File: src/rtl/csr_trans_regs_if.sv
// CSR access bundle between the EX stage and the translation CSR block.
// Reads return one cycle later; writes carry a bit mask for csrxchg.
interface csr_trans_regs_if;
    logic        rd_en;
    logic [13:0] rd_addr;
    logic [31:0] rd_data;
    logic        rd_valid;
    logic        wr_en;
    logic [13:0] wr_addr;
    logic [31:0] wr_data;
    logic [31:0] wr_mask;

    modport master (
        output rd_en, rd_addr, wr_en, wr_addr, wr_data, wr_mask,
        input  rd_data, rd_valid
    );

    modport slave (
        input  rd_en, rd_addr, wr_en, wr_addr, wr_data, wr_mask,
        output rd_data, rd_valid
    );
endinterface

File: src/rtl/csr_trans_regs.sv
// CRMD/PRMD/DMW0/DMW1 with exception-entry and ertn hardware updates.
// Feeds the translation controls straight out of the registers.
module csr_trans_regs #(
    parameter logic [13:0] CSR_CRMD = 14'h000,
    parameter logic [13:0] CSR_PRMD = 14'h001,
    parameter logic [13:0] CSR_DMW0 = 14'h180,
    parameter logic [13:0] CSR_DMW1 = 14'h181
) (
    input  logic                   clk,
    input  logic                   rst,
    csr_trans_regs_if.slave        bus,
    input  logic                   excp_en,
    input  logic                   excp_tlbr,
    input  logic                   ertn_en,
    output logic                   csr_da,
    output logic                   csr_pg,
    output logic [1:0]             csr_plv,
    output logic [31:0]            csr_dmw0,
    output logic [31:0]            csr_dmw1
);
    localparam logic [31:0] CRMD_M = 32'h0000_01FF;
    localparam logic [31:0] PRMD_M = 32'h0000_0007;
    localparam logic [31:0] DMW_M  = 32'hEE00_0039;

    logic [31:0] crmd_q, crmd_d;
    logic [31:0] prmd_q, prmd_d;
    logic [31:0] dmw0_q, dmw0_d;
    logic [31:0] dmw1_q, dmw1_d;
    logic        tlbr_q, tlbr_d;
    logic [31:0] rd_data_q, rd_data_d;
    logic        rd_valid_q;

    function automatic logic [31:0] merge(
        input logic [31:0] old,
        input logic [31:0] data,
        input logic [31:0] mask,
        input logic [31:0] fmask
    );
        return ((old & ~mask) | (data & mask)) & fmask;
    endfunction

    always_ff @(posedge clk or posedge rst) begin
        if (rst) begin
            crmd_q     <= 32'h0000_0008;
            prmd_q     <= '0;
            dmw0_q     <= '0;
            dmw1_q     <= '0;
            tlbr_q     <= 1'b0;
            rd_data_q  <= '0;
            rd_valid_q <= 1'b0;
        end else begin
            crmd_q     <= crmd_d;
            prmd_q     <= prmd_d;
            dmw0_q     <= dmw0_d;
            dmw1_q     <= dmw1_d;
            tlbr_q     <= tlbr_d;
            rd_data_q  <= rd_data_d;
            rd_valid_q <= bus.rd_en;
        end
    end

    // Exception beats ertn beats software write; losers are dropped.
    always_comb begin
        crmd_d = crmd_q;
        prmd_d = prmd_q;
        dmw0_d = dmw0_q;
        dmw1_d = dmw1_q;
        tlbr_d = tlbr_q;
        if (excp_en) begin
            prmd_d      = {29'd0, crmd_q[2:0]};
            crmd_d[2:0] = 3'd0;
            if (excp_tlbr) begin
                crmd_d[3] = 1'b1;
                crmd_d[4] = 1'b0;
                tlbr_d    = 1'b1;
            end
        end else if (ertn_en) begin
            crmd_d[2:0] = prmd_q[2:0];
            if (tlbr_q) begin
                crmd_d[3] = 1'b0;
                crmd_d[4] = 1'b1;
                tlbr_d    = 1'b0;
            end
        end else if (bus.wr_en) begin
            case (bus.wr_addr)
                CSR_CRMD: crmd_d = merge(crmd_q, bus.wr_data, bus.wr_mask, CRMD_M);
                CSR_PRMD: prmd_d = merge(prmd_q, bus.wr_data, bus.wr_mask, PRMD_M);
                CSR_DMW0: dmw0_d = merge(dmw0_q, bus.wr_data, bus.wr_mask, DMW_M);
                CSR_DMW1: dmw1_d = merge(dmw1_q, bus.wr_data, bus.wr_mask, DMW_M);
                default:  ;
            endcase
        end
    end

    // Read samples the pre-update registers, so same-cycle writes are not seen.
    always_comb begin
        rd_data_d = rd_data_q;
        if (bus.rd_en) begin
            case (bus.rd_addr)
                CSR_CRMD: rd_data_d = crmd_q;
                CSR_PRMD: rd_data_d = prmd_q;
                CSR_DMW0: rd_data_d = dmw0_q;
                CSR_DMW1: rd_data_d = dmw1_q;
                default:  rd_data_d = '0;
            endcase
        end
    end

    assign bus.rd_data  = rd_data_q;
    assign bus.rd_valid = rd_valid_q;
    assign csr_plv      = crmd_q[1:0];
    assign csr_da       = crmd_q[3];
    assign csr_pg       = crmd_q[4];
    assign csr_dmw0     = dmw0_q;
    assign csr_dmw1     = dmw1_q;
endmodule

File: src/flat_wrapper.sv
// flat-port wrapper written by rule: the top's interface ports become plain ports
module csr_trans_regs_flat 
#(
    parameter logic [13:0] CSR_CRMD = 14'h000,
    parameter logic [13:0] CSR_PRMD = 14'h001,
    parameter logic [13:0] CSR_DMW0 = 14'h180,
    parameter logic [13:0] CSR_DMW1 = 14'h181
)
  (clk, rst, excp_en, excp_tlbr, ertn_en, csr_da, csr_pg, csr_plv, csr_dmw0, csr_dmw1, bus_rd_en, bus_rd_addr, bus_wr_en, bus_wr_addr, bus_wr_data, bus_wr_mask, bus_rd_data, bus_rd_valid);
  csr_trans_regs_if bus_i ();
  input  logic clk;
  input  logic rst;
  input  logic excp_en;
  input  logic excp_tlbr;
  input  logic ertn_en;
  output logic csr_da;
  output logic csr_pg;
  output logic [1:0] csr_plv;
  output logic [31:0] csr_dmw0;
  output logic [31:0] csr_dmw1;
  input wire logic [$bits(bus_i.rd_en)-1:0] bus_rd_en;
  input wire logic [$bits(bus_i.rd_addr)-1:0] bus_rd_addr;
  input wire logic [$bits(bus_i.wr_en)-1:0] bus_wr_en;
  input wire logic [$bits(bus_i.wr_addr)-1:0] bus_wr_addr;
  input wire logic [$bits(bus_i.wr_data)-1:0] bus_wr_data;
  input wire logic [$bits(bus_i.wr_mask)-1:0] bus_wr_mask;
  output wire logic [$bits(bus_i.rd_data)-1:0] bus_rd_data;
  output wire logic [$bits(bus_i.rd_valid)-1:0] bus_rd_valid;
  assign bus_i.rd_en = bus_rd_en;
  assign bus_i.rd_addr = bus_rd_addr;
  assign bus_i.wr_en = bus_wr_en;
  assign bus_i.wr_addr = bus_wr_addr;
  assign bus_i.wr_data = bus_wr_data;
  assign bus_i.wr_mask = bus_wr_mask;
  assign bus_rd_data = bus_i.rd_data;
  assign bus_rd_valid = bus_i.rd_valid;
  csr_trans_regs #(.CSR_CRMD(CSR_CRMD), .CSR_PRMD(CSR_PRMD), .CSR_DMW0(CSR_DMW0), .CSR_DMW1(CSR_DMW1)) u_core (.clk(clk), .rst(rst), .bus(bus_i), .excp_en(excp_en), .excp_tlbr(excp_tlbr), .ertn_en(ertn_en), .csr_da(csr_da), .csr_pg(csr_pg), .csr_plv(csr_plv), .csr_dmw0(csr_dmw0), .csr_dmw1(csr_dmw1));
endmodule
File: config.mk
export PLATFORM = sky130hd
export DESIGN_NAME = csr_trans_regs_flat
export DESIGN_NICKNAME = d
export VERILOG_FILES = /design/src/rtl/csr_trans_regs_if.sv /design/src/rtl/csr_trans_regs.sv /design/src/flat_wrapper.sv
export SDC_FILE = /design/constraint.sdc
export NUM_CORES = 1
export LEC_CHECK = 0
export BUFFER_PORTS_ARGS = -buffer_cell sky130_fd_sc_hd__buf_2
export CAP_MARGIN = 20
export CORE_ASPECT_RATIO = 0.8
export CORE_MARGIN = 4
export CORE_UTILIZATION = 45
export CTS_BUF_LIST = sky130_fd_sc_hd__clkbuf_4 sky130_fd_sc_hd__clkbuf_8
export DETAILED_ROUTE_END_ITERATION = 8
export PLACE_DENSITY_LB_ADDON = 0.08
export SYNTH_ARGS = -nofsm -noshare
export SYNTH_HDL_FRONTEND = slang
export SYNTH_SLANG_ARGS = --single-unit
File: constraint.sdc
create_clock -name clk -period 4 [get_ports clk]
set_clock_uncertainty 0.1 [all_clocks]
set_input_delay 0.2 -clock clk [delete_from_list [all_inputs] [get_ports clk]]
set_output_delay 0.2 -clock clk [all_outputs]
set_load 0.02 [all_outputs]
==> impl_metrics.csv <==
group,metric,value,unit
sta,fin_crit_sh,56.01,%
cells_and_area,synthToLayoutAreaGrowth,14.87,%
grt,gr-usage-all-layers,17.54,%
run_status,status,"finished clean",
critical_path,worstPathArrival,2.33,ns
cts,clock_latency,0.30,ns
sta,fin_ws,1.759,ns
sta,fin_tns_setup,0,ns
floorplan,die_h,81.29,um
floorplan,dieArea,0.008098,sq mm
route,dr.pass1.iters,4,
floorplan,die_x,99.62,um
power_and_ir_drop,switching_share,29.33,%
critical_path,end_kind,"register",
route,drtIter0Drc,103,
synthesis,syn_avg_cell_area,10.42,sq um
sta,fin_crit,2.241,ns
route,num_vias,2348,
place,dp_hpwl,5.605,mm
synthesis,ys_types,43,
critical_path,cp_data_required_time,4.09,ns
critical_path,rrSetupSlack,2.55,ns
route,viasPerCell,4.943,
floorplan,ios,200,
synthesis,ys_seq_elements,49,
sta,rsz0062_at_grt,"false",
place,place_ws,1.435,ns
synthesis,synth-edff-count,0,
sta,setup_violations,0,
cts,cts_buffer_depth,2,
floorplan,num_rows,26,
synthesis,netlist_area,0.003022,sq mm
synthesis,post-synth-top-count-cell,"buf_4",
synthesis,netlist_top_cells_area,"dfrtp_1 40%, buf_4 16%, mux2_1 8.9%",
cts,hold_buffers,0,
route,post_drt_wl_per_cell,15.36,um
synthesis,yosysSeqAreaShare,40.62,%
critical_path,critical_path_buf_inv_count,1,
critical_path,rr_endpoint,"u_core.crmd_q[3]",
critical_path,r2r_cells,4,
power_and_ir_drop,pwr-share-comb,16.6,%
grt,grt_start_max_net_pins,50,
power_and_ir_drop,seqPwrFrac,52.3,%
power_and_ir_drop,p_clk_share,31.2,%
sta,tightest_slew,1.033,ns
floorplan,core_region_area,0.006441,sq mm
cts,cts_max_level,2,
cts,post_cts.repair.setup_buffers,0,
synthesis,yosys_warnings,0,
power_and_ir_drop,power.density,281.4,mW/mm^2
grt,antenna_found_initial,0,
floorplan,start_util,46.91,%
synthesis,synth_top_area_share,39.75,%
synthesis,yosys-top-cells-count,"63 x buf_4, 48 x dfrtp_1, 26 x nand3_1, 24 x mux2_1, 16 x mux2i_1",
synthesis,syn_inst,290,
grt,grt_overflow_total,0,
worst_hold_path,holdPathEnd,"u_core.bus.rd_valid",
synthesis,synth_top_cell_by_area,"dfrtp_1",
critical_path,crit_chain,"buf_2 -> or4_4 -> nor4_4 -> nand3_1 -> mux2_1",
critical_path,startpoint_type,"input pin",
worst_hold_path,min_path_cells,1,
cells_and_area,nNetsFinal,489,
critical_path,path_max_fanout,20,
power_and_ir_drop,peakVddDrop,108.3,uV
cts,cts_tree,"yes",
sta,fmax,0.4463,GHz
critical_path,critical-path-max-stage-delay,0.91,ns
cells_and_area,antenna_cells,0,
job,drv_cap,0,
cts,cts_made_buffers,5,
critical_path,slowest_stage,"nor4_4",
sta,hold_violations,0,
cts,path_clk_slew,0.09,ns
cells_and_area,drive_above_1_share,33.25,%
synthesis,postSynth.asyncResetShare,100.0,%
route,antenna_left,0,
cts,cts.sinks,49,
critical_path,path_delay_family,"simple AND/OR/NAND/NOR gates",
synthesis,ys.flop_type,"dfrtp_1",
grt,grt_pass1_wl,11.16,mm
worst_hold_path,min_path_type,"in -> reg",
power_and_ir_drop,leakage,1.966,nW
power_and_ir_drop,p_int,0.0006902,W
place,io_buffers,104,
cts,postCtsResizedCells,0,
critical_path,path_class,"in -> reg",
sta,slew_viol_final,0,
critical_path,r2r-start,"u_core.crmd_q[3]",
grt,first_global_vias,2177,
cts,cts-root-buf,"clkbuf_8",
sta,relSlewSlack,30.60,%
worst_hold_path,hold_start,"bus_rd_en",
route,drcViolationCount,0,
place,routabilityCongestion,0.7597,
power_and_ir_drop,p_sw,0.0002865,W
route,wl,7.295,mm
[layout make-up]
type	instances	area [sq um]
clock buffers	7	83.83
clock inverters	1	8.758
fillers	612	2970
inverters	8	30.03
multi-input cells	219	1458
flip-flops and latches	49	1227
well taps	84	105.1
repair buffers	107	558.0
[cell usage in the layout, fill, tap and decap left out, types with 3 or more instances in the layout]
master    instances
o311a_1           3
or3b_2            3
nor3_1           14
and3_1            3
dfrtp_1          48
a21oi_1           4
nand3_1          26
inv_1             7
nor2_1            4
a21o_1            8
clkbuf_8          5
conb_1           61
a221o_1           3
o32ai_1           3
a41oi_1           3
a41o_1            3
a31o_2            3
mux2_1           24
mux2i_1          16
nand2_1           3
o21ai_0           4
nor2b_1           6
buf_2           104
and2_1            4
[per-stage QoR]
stage / total power (W) / instance area (sq um) / hold slack [ns] / instances / util [%]
floorplan: 0.0006695 / 3247 / 0.1314 / 350 / -
global route: 0.001024 / 3471 / 0.005786 / 475 / 53.89
finish: 0.0009767 / 3471 / 0.01299 / 475 / 53.89
global placement: 0.0006756 / 3348 / 0.3164 / 465 / 51.98
detailed placement: 0.0006773 / 3348 / 0.3196 / 465 / 51.98
CTS: 0.0009770 / 3441 / 0.004248 / 473 / 53.42
[worst max path at each step]
stage	slack, ns	startpoint	to	cells past startpoint
after detailed placement	1.43	bus_wr_addr[11]	register	5
after CTS	1.76	bus_wr_addr[11]	register	5
final	1.76	bus_wr_addr[11]	register	5
after floorplan	2.14	bus_wr_addr[11]	register	5
after global placement	1.47	bus_wr_addr[11]	register	5
after global routing	1.62	bus_wr_addr[11]	register	5
[metal layers]
metal  global-route usage, %  vias up  part of all wire, %  routed length [um]
met5                       0        -                    0                   0
met4                   2.046        0                 0.25                  18
met3                   4.034        2                  8.0                 586
met2                   28.28      103                   46                3326
met1                   24.95     1116                   46                3364
li1                        -     1127                    -                   -
[worst register-to-register path: stages (launching register included)]
cell and delay, ns:
dfstp_2 0.57, inv_1 0.07, or3_1 0.36, o311a_1 0.13, o311ai_0 0.10
[power by group through the flow]
stage	registers, W	clock network (W)	logic [W]
after CTS	0.000511	0.000309	0.000157
after detailed placement	0.000520	0	0.000157
after global routing	0.000512	0.000334	0.000178
after global placement	0.000520	0	0.000156
after floorplan	0.000521	0	0.000149
final	0.000511	0.000304	0.000162
[logic make-up after synthesis]
group | after synthesis | synth area share, %
other | 1 | 0.1241
and+or+nand+nor | 79 | 16.23
DFF | 49 | 40.62
muxes | 40 | 14.24
buffers and inverters | 82 | 18.59
AOI/OAI and AO/OA | 39 | 10.19
Power figures use the tool's default switching activity.
